--- config.mk ---
export PLATFORM = sky130hd
export DESIGN_NAME = vga_timing_gen
export DESIGN_NICKNAME = d
export VERILOG_FILES = /design/src/rtl/vga_pkg.sv /design/src/rtl/sync_counter.sv /design/src/rtl/vga_timing_gen.sv
export SDC_FILE = /design/constraint.sdc
export NUM_CORES = 1
export LEC_CHECK = 0
export BUFFER_PORTS_ARGS = -buffer_cell sky130_fd_sc_hd__buf_2
export CAP_MARGIN = 20
export CORE_MARGIN = 1.5
export CORE_UTILIZATION = 49
export CTS_CLUSTER_DIAMETER = 30
export DETAILED_ROUTE_END_ITERATION = 8
export PLACE_DENSITY_LB_ADDON = 0.05
export SYNTH_ARGS = -nofsm -noshare
export SYNTH_HDL_FRONTEND = slang
export SYNTH_SLANG_ARGS = --single-unit
--- constraint.sdc ---
create_clock -name clk -period 2.1 [get_ports clk]
set_input_delay 0.21 -clock clk [delete_from_list [all_inputs] [get_ports clk]]
set_output_delay 0.21 -clock clk [all_outputs]
set_load 0.01 [all_outputs]
--- src/rtl/vga_pkg.sv ---
// Default 640x480 @ 60 Hz raster timing and helpers that derive totals and sync
// positions from the visible/porch/sync widths.
package vga_pkg;

    localparam int unsigned DEF_CLK_DIV   = 2;
    localparam int unsigned DEF_H_VISIBLE = 640;
    localparam int unsigned DEF_H_FP      = 16;
    localparam int unsigned DEF_H_SYNC    = 96;
    localparam int unsigned DEF_H_BP      = 48;
    localparam int unsigned DEF_V_VISIBLE = 480;
    localparam int unsigned DEF_V_FP      = 10;
    localparam int unsigned DEF_V_SYNC    = 2;
    localparam int unsigned DEF_V_BP      = 33;

    function automatic int unsigned total_of(input int unsigned vis, fp, sync, bp);
        return vis + fp + sync + bp;
    endfunction

    function automatic int unsigned sync_start_of(input int unsigned vis, fp);
        return vis + fp;
    endfunction

    function automatic int unsigned sync_end_of(input int unsigned vis, fp, sync);
        return vis + fp + sync - 1;
    endfunction

    localparam int unsigned H_TOTAL  = total_of(DEF_H_VISIBLE, DEF_H_FP, DEF_H_SYNC, DEF_H_BP);
    localparam int unsigned V_TOTAL  = total_of(DEF_V_VISIBLE, DEF_V_FP, DEF_V_SYNC, DEF_V_BP);
    localparam int unsigned HS_START = sync_start_of(DEF_H_VISIBLE, DEF_H_FP);
    localparam int unsigned HS_END   = sync_end_of(DEF_H_VISIBLE, DEF_H_FP, DEF_H_SYNC);
    localparam int unsigned VS_START = sync_start_of(DEF_V_VISIBLE, DEF_V_FP);
    localparam int unsigned VS_END   = sync_end_of(DEF_V_VISIBLE, DEF_V_FP, DEF_V_SYNC);

endpackage

--- src/rtl/sync_counter.sv ---
// One raster axis: wrapping position counter with combinational sync/visible decode
// of the current (pre-advance) count.
module sync_counter import vga_pkg::*; #(
    parameter int unsigned VISIBLE = DEF_H_VISIBLE,
    parameter int unsigned FP      = DEF_H_FP,
    parameter int unsigned SYNC    = DEF_H_SYNC,
    parameter int unsigned BP      = DEF_H_BP
) (
    input  logic       clk,
    input  logic       Reset,
    input  logic       en,
    output logic [9:0] count,
    output logic       wrap,
    output logic       sync_n,
    output logic       visible
);

    localparam logic [9:0] LAST     = 10'(total_of(VISIBLE, FP, SYNC, BP) - 1);
    localparam logic [9:0] S_START  = 10'(sync_start_of(VISIBLE, FP));
    localparam logic [9:0] S_END    = 10'(sync_end_of(VISIBLE, FP, SYNC));
    localparam logic [9:0] VIS_LAST = 10'(VISIBLE);

    always_ff @(posedge clk or posedge Reset) begin
        if (Reset) begin
            count <= '0;
        end else if (en) begin
            count <= wrap ? '0 : count + 10'd1;
        end
    end

    assign wrap    = (count == LAST);
    assign sync_n  = !((count >= S_START) && (count <= S_END));
    assign visible = (count < VIS_LAST);

endmodule

--- src/rtl/vga_timing_gen.sv ---
// VGA raster generator: pixel-clock divider, H/V counters feeding color_mapper, and a
// pixel_ce-registered output stage that keeps sync, blank and colour one pixel behind.
module vga_timing_gen import vga_pkg::*; #(
    parameter int unsigned CLK_DIV   = DEF_CLK_DIV,
    parameter int unsigned H_VISIBLE = DEF_H_VISIBLE,
    parameter int unsigned H_FP      = DEF_H_FP,
    parameter int unsigned H_SYNC    = DEF_H_SYNC,
    parameter int unsigned H_BP      = DEF_H_BP,
    parameter int unsigned V_VISIBLE = DEF_V_VISIBLE,
    parameter int unsigned V_FP      = DEF_V_FP,
    parameter int unsigned V_SYNC    = DEF_V_SYNC,
    parameter int unsigned V_BP      = DEF_V_BP
) (
    input  logic       clk,
    input  logic       Reset,
    input  logic [7:0] Red,
    input  logic [7:0] Green,
    input  logic [7:0] Blue,
    output logic [9:0] DrawX,
    output logic [9:0] DrawY,
    output logic       pixel_ce,
    output logic       VGA_HS,
    output logic       VGA_VS,
    output logic       VGA_BLANK_N,
    output logic [7:0] VGA_R,
    output logic [7:0] VGA_G,
    output logic [7:0] VGA_B,
    output logic       frame_start
);

    localparam int unsigned     DIV_W    = (CLK_DIV > 1) ? $clog2(CLK_DIV) : 1;
    localparam logic [DIV_W-1:0] DIV_LAST = DIV_W'(CLK_DIV - 1);

    logic [DIV_W-1:0] div;
    logic             h_wrap, h_sync_n, h_vis;
    logic             v_wrap, v_sync_n, v_vis;
    logic             v_en, vis;

    always_ff @(posedge clk or posedge Reset) begin
        if (Reset) begin
            div <= '0;
        end else begin
            div <= (div == DIV_LAST) ? '0 : div + DIV_W'(1);
        end
    end

    // Gated by Reset so the strobe is low during reset even when CLK_DIV is 1.
    assign pixel_ce = !Reset && (div == DIV_LAST);
    assign v_en     = pixel_ce && h_wrap;

    sync_counter #(
        .VISIBLE(H_VISIBLE),
        .FP     (H_FP),
        .SYNC   (H_SYNC),
        .BP     (H_BP)
    ) u_h (
        .clk    (clk),
        .Reset  (Reset),
        .en     (pixel_ce),
        .count  (DrawX),
        .wrap   (h_wrap),
        .sync_n (h_sync_n),
        .visible(h_vis)
    );

    sync_counter #(
        .VISIBLE(V_VISIBLE),
        .FP     (V_FP),
        .SYNC   (V_SYNC),
        .BP     (V_BP)
    ) u_v (
        .clk    (clk),
        .Reset  (Reset),
        .en     (v_en),
        .count  (DrawY),
        .wrap   (v_wrap),
        .sync_n (v_sync_n),
        .visible(v_vis)
    );

    assign vis = h_vis && v_vis;

    always_ff @(posedge clk or posedge Reset) begin
        if (Reset) begin
            VGA_HS      <= 1'b1;
            VGA_VS      <= 1'b1;
            VGA_BLANK_N <= 1'b0;
            VGA_R       <= '0;
            VGA_G       <= '0;
            VGA_B       <= '0;
        end else if (pixel_ce) begin
            VGA_HS      <= h_sync_n;
            VGA_VS      <= v_sync_n;
            VGA_BLANK_N <= vis;
            VGA_R       <= vis ? Red   : 8'h00;
            VGA_G       <= vis ? Green : 8'h00;
            VGA_B       <= vis ? Blue  : 8'h00;
        end
    end

    always_ff @(posedge clk or posedge Reset) begin
        if (Reset) begin
            frame_start <= 1'b0;
        end else begin
            frame_start <= pixel_ce && h_wrap && v_wrap;
        end
    end

endmodule

==> metrics.md, run 1 <==
| Metric | Value |
|---|---|
| Maxcap violations | 0 |
| Seq pwr share | between 50% and 60% |
| Largest net degree at the start of global routing | 50 |
| Outcome | finished, final reports clean |
| Clock network power share | around 30% |
| CP cell instances | ha_1 -> nand4b_2 -> or4_4 -> nor3_4 -> xor2_1 |
| Hold buffers post-CTS | 0 |
| Wire length per cell | around 14 microns |
| Commonest non-fill, non-tap cells in the layout | buf_2 (74), dfrtp_1 (47), a22o_1 (24), nand2_1 (16), o21ai_0 (15) |
| Die extent in x | between 60 and 70 microns |
| Combinational share of power | between 10% and 20% |
| DR DRC count | 0 |
| Slew margin rel. | between 60 and 70% |
| Post-DP HPWL | roughly 3000 microns |
| Final RePlAce weighted congestion | ~0.84 |
| Post-synthesis instance total | between 150 and 200 |
| Placed cells | a little over 300 |
| Final Net Count | about 300 |
| Clock Root Buffer | clkbuf_8 |
| Required time of the critical path | 2.33 ns |
| H-tree levels | 2 |
| Critical-path top delay cell | or4_4 |
| PostCTS Resize Cnt | 0 |
| Sw power | between 500 and 600 uW |
| Mapped Avg Cell Area | approximately 12 sq um |
| Peak VDD IR | around 0.00045 V |
| Pwr Density | between 600 and 700 nW/um^2 |
| Final setup violation count | 0 |
| Router iterations before antenna repair | 4 |
| Clock buffer depth | 2 |
| Clock transition at path regs | 0.09 ns |
| Final Cycle Share | approximately 88% |
| Ys async rst share | 100% |
| Tot Pwr | around 1800 uW |
| Post-synthesis cell area | ~2100 sq um |
| Initial Utilization | 52.1% |
| DR vias | about 1,700 |
| Share of layout cells above drive strength 1 | a little under two fifths |
| Setup bufs post-CTS | 0 |
| Critical path class | reg2reg |
| Worst-path maximum fanout | 10 |
| Tot GR Track Use | between 20% and 30% |
| RSZ-0062 raised after global routing | false |
| Delay-heaviest family, CP | simple AND/OR/NAND/NOR gates |
| Worst path max stage delay | between 0.6 and 0.7 ns |
| Syn nets | 216 |
| Dpl ws | about 0.25 ns |
| Worst slew pin tran | 0.594 ns |
| Total core area | roughly 4100 sq um |
| Worst Skew | ~0.0053 ns |
| First-pass GRT wire length | 7040 microns |
| Number of synthesized flops with an enable pin | 0 |
| Yosys Warn Count | 0 |
| Ys flop type | dfrtp_1 |
| CTS tree | built |
| Vias in the first global route | ~1,500 |
| Final Hold Viols | 0 |
| Initial drt markers | 124 |
| Die H | roughly 70 microns |
| ANT cells | 0 |
| Max-slew violations | 0 |
| Clock Sink Count | 49 |
| Fmax | ~540 MHz |
| Row count | 23 |
| Commonest non-fill, non-tap cell in the layout | buf_2 |
| Port bufs | between 70 and 80 |
| Fillcell total | ~340 |
| Final worst slack | roughly 0.24 ns |
| Routed WL | between 4000 and 5000 microns |
| Die Area | between 4000 and 5000 sq um |
| Register Area | ~1200 sq um |
| Clk_lat worst skew | roughly 0.3 ns |
| Post-route ant nets | 0 |
| Buffers and inverters on the worst path | 0 |
| Yosys cell types | 39 |
| Setup TNS | 0 ns |
| Synthesis-to-finish area growth | 25.7% |
| Hold Path Class | in2async |
| CP Capture Type | flop |
| IO Pins | between 70 and 80 |
| Sw Ratio | 27.8% |
| #FFs+latches synth | 49 |
| Crit path launch type | flop |
| Global route overflow | 0 |
| Minimum clock period | roughly 1.9 ns |
| Multi-input gate area | between 800 and 900 sq um |
| Initial antenna violation count | 0 |
| Final Non-Filler Cells | 317 |
| Int Pwr | around 1300 uW |
| CP arrival | 2.09 ns |
| Post-DR vias/cell | approximately 5.4 |
| Lkg Pwr | 0.00145 uW |
| Num CTS Buffers | 5 |
| Post-synthesis sequential area ratio | between 50% and 60% |
==> Yosys cell counts (all sizes together) (2+ instances only) <==
cell	count	area [sq um]
a21oi	4	20.0
ha	5	62.6
a31oi	2	12.5
buf	4	26.3
o21ai	15	75.1
nor2	6	22.5
xnor2	4	35.0
dfstp	2	52.6
nand3	7	35.0
or2	2	12.5
xor2	5	43.8
inv	8	30.0
dfrtp	47	1180
nand2	16	60.1
or4	2	18.8
o211ai	2	15.0
or3	3	20.0
nand4	4	25.0
a22o	25	220
nor3	7	57.6
clkbuf	3	11.3
and3	3	20.0
==> cell families after synthesis <==
kind of cell | count (synthesis) | synth area share [%]
buf+inv | 15 | 3.17
fa+ha+maj | 5 | 2.94
compound gates | 51 | 17.3
simple gates | 56 | 15.2
xor+xnor | 9 | 3.70
flops | 49 | 57.7
==> through the flow <==
stage	hold slack (ns)	cell area (sq um)	util, %
5_1_grt	0.116	2680	65.5
4_1_cts	0.112	2680	65.5
6_report	0.108	2680	65.5
2_1_floorplan	0.250	2130	-
3_5_place_dp	0.430	2590	63.3
3_3_place_gp	0.427	2590	63.3
==> per-layer routing <==
| metal | track usage (%) | up-vias | part of all wire (%) |
|---|---|---|---|
| met2 | 30.3 | 57 | 43 |
| li1 | - | 838 | - |
| met5 | 0 | - | 0 |
| met1 | 28.4 | 818 | 50 |
| met4 | 5.88 | 0 | 0.78 |
| met3 | 5.52 | 4 | 6.5 |
==> layout make-up <==
class | instances | area share, %
clock inverters | 3 | 0.795
flip-flops and latches | 49 | 45.9
inverters | 8 | 1.26
clock buffers | 5 | 2.57
repair buffers | 81 | 15.8
multi-input cells | 121 | 31.3
well taps | 50 | 2.34
==> final timing paths <==
path / from / endpoint / slack, ns / depth (start not counted)
min reg2reg: div / div / 0.47 / 1
max reg2reg: u_h.count[0] / u_v.count[7] / 0.24 / 5
max: u_h.count[0] / u_v.count[7] / 0.24 / 5
min in group clk: Red[0] / VGA_R[0] / 0.12 / 2
min: Reset / u_v.count[0] / 0.11 / 3
max in group asynchronous: Reset / u_v.count[9] / 1.60 / 3
==> worst min-delay path, delay by kind of cell <==
family,cells,cell delay (ns)
buffers and inverters,3,0.67
==> state kept, by name (all words and copies together) (netlist names) <==
| register | count |
|---|---|
| VGA_BLANK_N | 1 |
| u_h.count | 10 |
| VGA_VS | 1 |
| VGA_R | 8 |
| VGA_G | 8 |
| div | 1 |
| frame_start | 1 |
| u_v.count | 10 |
| VGA_HS | 1 |
| VGA_B | 8 |
==> power by group through the flow <==
stage	clock network, uW	registers (uW)	logic (uW)
6_report	554	1060	229
5_1_grt	616	1070	261
4_1_cts	584	1060	234
3_5_place_dp	0	1070	234
3_3_place_gp	0	1070	232
2_1_floorplan	0	1090	115
No activity file was read; power rests on OpenSTA's default activity.
==> run 2, diff against run 1 <==
Settings changed: CORE_UTILIZATION 49 to 50, SYNTH_HIERARCHICAL from default to 1.
==> run 2 against run 1 <==
Against the previous run: cell area grew 6.5%; fmax fell by 2.2%; final cell count grew 3.5%; wire length up 5.2%; highest routed layer unchanged; count of clock-buffer cells in the layout is the same; largest power group unchanged.
==> metrics.md, run 2 <==
| Metric | Value |
|---|---|
| Initial drt markers | 48 (was 124) |
| First-pass GRT wire length | 7780 microns (was 7040 microns) |
| WHS Path Cells | 2 |
| Syn nets | 221 (was 216) |
| Final RePlAce weighted congestion | 0.789 (was 0.841) |
| Mapped Avg Cell Area | 12.0 sq um (was 11.5 sq um) |
| Area contributors post-synth | dfrtp_1 (51%), a22o_1 (7.2%), nand2_1 (2.6%), dfstp_2 (2.3%), xnor2_1 (2.3%) (was dfrtp_1 (55%), a22o_1 (9.9%), o21ai_0 (3.5%), ha_1 (2.9%), nand2_1 (2.8%)) |
| Ys flop type | dfrtp_1 (unchanged) |
| Peak VDD IR | 0.000785 V (was 0.000453 V) |
| Max-slew violations | 0 (unchanged) |
| Maxcap violations | 0 (unchanged) |
| Crit path depth | 8 (was 5) |
| Yosys Warn Count | 6 (was 0) |
| Final Net Count | 305 (was 297) |
| Setup TNS | 0 ns (unchanged) |
| Total core area | 4380 sq um (was 4090 sq um) |
| Top Registers | u_h/count: 10 flops, u_v/count: 10 flops (was u_h.count: 10 flops, u_v.count: 10 flops) |
| Post-synthesis cell area | 2300 sq um (was 2130 sq um) |
| Fmax | 526 MHz (was 538 MHz) |
| Number of synthesized flops with an enable pin | 0 (unchanged) |
| CP Capture Type | flop (unchanged) |
| Register Area | 1230 sq um (about the same) |
| Clock Root Buffer | clkbuf_8 (unchanged) |
| Routed WL | 4720 microns (was 4490 microns) |
| Final Hold Viols | 0 (unchanged) |
| Largest net degree at the start of global routing | 29 (was 50) |
| Post-DR vias/cell | 5.40 (was 5.42) |
| Hold Path Class | in2reg (was in2async) |
| Yosys top cell area share | 51.2% (was 55.2%) |
| Lkg Pwr | 0.00143 uW (was 0.00145 uW) |
| Worst-path maximum fanout | 7 (was 10) |
| Die H | 70.8 microns (was 68.9 microns) |
| Pwr Density | 808 nW/um^2 (was 687 nW/um^2) |
| IO Pins | 75 (unchanged) |
| Initial antenna violation count | 0 (unchanged) |
| CP cell instances | dlygate4sd3_1 -> buf_2 -> nand2b_1 -> inv_2 -> buf_4 -> nand4_4 -> or4_4 -> a21oi_2 (was ha_1 -> nand4b_2 -> or4_4 -> nor3_4 -> xor2_1) |
| Ys async rst share | 100% (unchanged) |
| DR vias | 1,770 (was 1,717) |
| Delay-heaviest family, CP | buffers and inverters (was simple AND/OR/NAND/NOR gates) |
| Critical-path top delay cell | dlygate4sd3_1 (was or4_4) |
| Share of layout cells above drive strength 1 | 44.2% (was 38.2%) |
| Clk_lat worst skew | 0.30 ns (about the same) |
| Post-DP HPWL | 3300 microns (was 3040 microns) |
| DR DRC count | 0 (unchanged) |
| Global route overflow | 0 (unchanged) |
| Wire length per cell | 14.4 microns (was 14.2 microns) |
| Worst path max stage delay | 0.52 ns (was 0.65 ns) |
| Row count | 24 (was 23) |
| ANT cells | 0 (unchanged) |
| Worst slew pin tran | 0.528 ns (was 0.594 ns) |
| Placed cell area | 2740 sq um (was 2590 sq um) |
| H-tree levels | 2 (unchanged) |
| Most numerous cell in the Yosys netlist | dfrtp_1 (unchanged) |
| Slew margin rel. | 64.5% (was 60.4%) |
| Router iterations before antenna repair | 4 (unchanged) |
| Final setup violation count | 0 (unchanged) |
| Critical path class | in2reg (was reg2reg) |
| Commonest non-fill, non-tap cell in the layout | buf_2 (unchanged) |
| Required time of the critical path | 2.34 ns (was 2.33 ns) |
| Worst Skew | 0.00629 ns (was 0.00527 ns) |
| Post-synthesis sequential area ratio | 53.5% (was 57.7%) |
| RSZ-0062 raised after global routing | false (unchanged) |
| Minimum clock period | 1.90 ns (was 1.86 ns) |
| Vias in the first global route | 1,629 (was 1,504) |
| Port bufs | 74 (unchanged) |
| Num CTS Buffers | 5 (unchanged) |
| Clock buffer depth | 2 (unchanged) |
| Yosys top cell by area | dfrtp_1 (unchanged) |
| Buffers and inverters on the worst path | 4 (was 0) |
| Die Area | 5010 sq um (was 4750 sq um) |
| Post-route ant nets | 0 (unchanged) |
| Multi-input gate area | 937 sq um (was 838 sq um) |
| Fillcell total | 365 (was 344) |
| FF-to-FF path depth | 7 (was 5) |
| Tot GR Track Use | 19.6% (was 20.1%) |
| List of most frequent post-synthesis cells | dfrtp_1 (47), a22o_1 (19), nand2_1 (16) (was dfrtp_1 (47), a22o_1 (24), nand2_1 (16)) |
| Post-synthesis instance total | 191 (was 185) |
| CTS tree | built (unchanged) |
| Final Cycle Share | 90.4% (was 88.4%) |
| Clock Sink Count | 49 (unchanged) |
| Die extent in x | 70.8 microns (was 68.9 microns) |
| Synthesis-to-finish area growth | 24.1% (was 25.7%) |
| Commonest non-fill, non-tap cells in the layout | buf_2 (74), dfrtp_1 (45), a22o_1 (19), nand2_1 (16), buf_4 (14) (was buf_2 (74), dfrtp_1 (47), a22o_1 (24), nand2_1 (16), o21ai_0 (15)) |
| Outcome | finished, final reports clean (unchanged) |
| #FFs+latches synth | 49 (unchanged) |
| Finished Cell Area | 2850 sq um (was 2680 sq um) |
| Clock transition at path regs | 0.09 ns (about the same) |
| CP arrival | 2.14 ns (was 2.09 ns) |
| Crit path launch type | input pin (was flop) |
| Initial Utilization | 52.4% (was 52.1%) |
| Yosys cell types | 54 (was 39) |
[run 2: changes by cell type in the layout (fill, tap and decap cells not counted), moves of 4 or more]
| cell | delta |
|---|---|
| buf_4 | +7 |
| o21ai_0 | -12 |
| inv_1 | +4 |
| a22o_2 | +4 |
| a22o_1 | -5 |
[run 2: area by class of cell]
class / count / area share (%)
clock buffers: 5 / 2.41
inverters: 11 / 1.45
multi-input cells: 119 / 32.9
well taps: 52 / 2.28
flip-flops and latches: 49 / 43.2
repair buffers: 89 / 17.0
clock inverters: 3 / 0.790
[run 2: report_power, final]
part / switching, uW / internal (uW) / total, uW
logic: 354 / 289 / 643
registers: 63.8 / 1040 / 1110
clock network: 318 / 234 / 551
total: 736 / 1570 / 2300
[run 2: routing by layer]
metal | track usage, % | routed length [microns] | vias to the layer above
met5 | 0 | 0 | -
met3 | 4.99 | 258 | 7
met2 | 30.6 | 2150 | 52
li1 | - | - | 861
met4 | 5.66 | 54 | 0
met1 | 27.2 | 2260 | 850
[run 2: cells by family (layout without fill, tap and decap cells)]
| kind of cell | Yosys count | count (layout) | synth area share [%] |
|---|---|---|---|
| AOI/OAI and AO/OA | 43 | 43 | 16.3 |
| xor gates and xnor gates | 9 | 9 | 3.43 |
| adders and majority gates | 4 | 4 | 2.18 |
| buffers and inverters | 23 | 108 | 6.54 |
| DFF | 49 | 49 | 53.5 |
| muxes | 5 | 5 | 2.67 |
| and+or+nand+nor | 58 | 58 | 15.4 |
[run 2: worst paths after layout]
check                              from      endpoint  slack [ns]
max                               Reset  u_h/count[9]        0.20
min                            Green[2]      VGA_G[2]        0.12
max reg2reg                u_h/count[1]  u_v/count[9]        0.23
min reg2reg                         div           div        0.44
max in group asynchronous         Reset        VGA_HS        1.21
min in group asynchronous         Reset   frame_start        0.32
[run 2: what timing repair did]
| item | CTS | global route |
|---|---|---|
| setup endpoints to repair | 0 | 1 |
| gates resized for setup | 0 | 1 |
| hold buffers | 1 | 0 |
| hold endpoints to repair | 21 | 0 |
| setup buffers | 0 | 0 |
[run 2: stage by stage]
step / util [%] / hold WS (ns) / setup slack [ns] / std cells / power (uW)
floorplan: - / 0.0500 / 0.00425 / 191 / 1510
CTS: 64.9 / 0.114 / 0.185 / 328 / 2330
finish: 65.0 / 0.121 / 0.201 / 328 / 2300
global placement: 62.6 / 0.100 / 0.244 / 319 / 1760
detailed placement: 62.6 / 0.101 / 0.209 / 319 / 1770
global route: 65.0 / 0.107 / 0.0509 / 328 / 2440
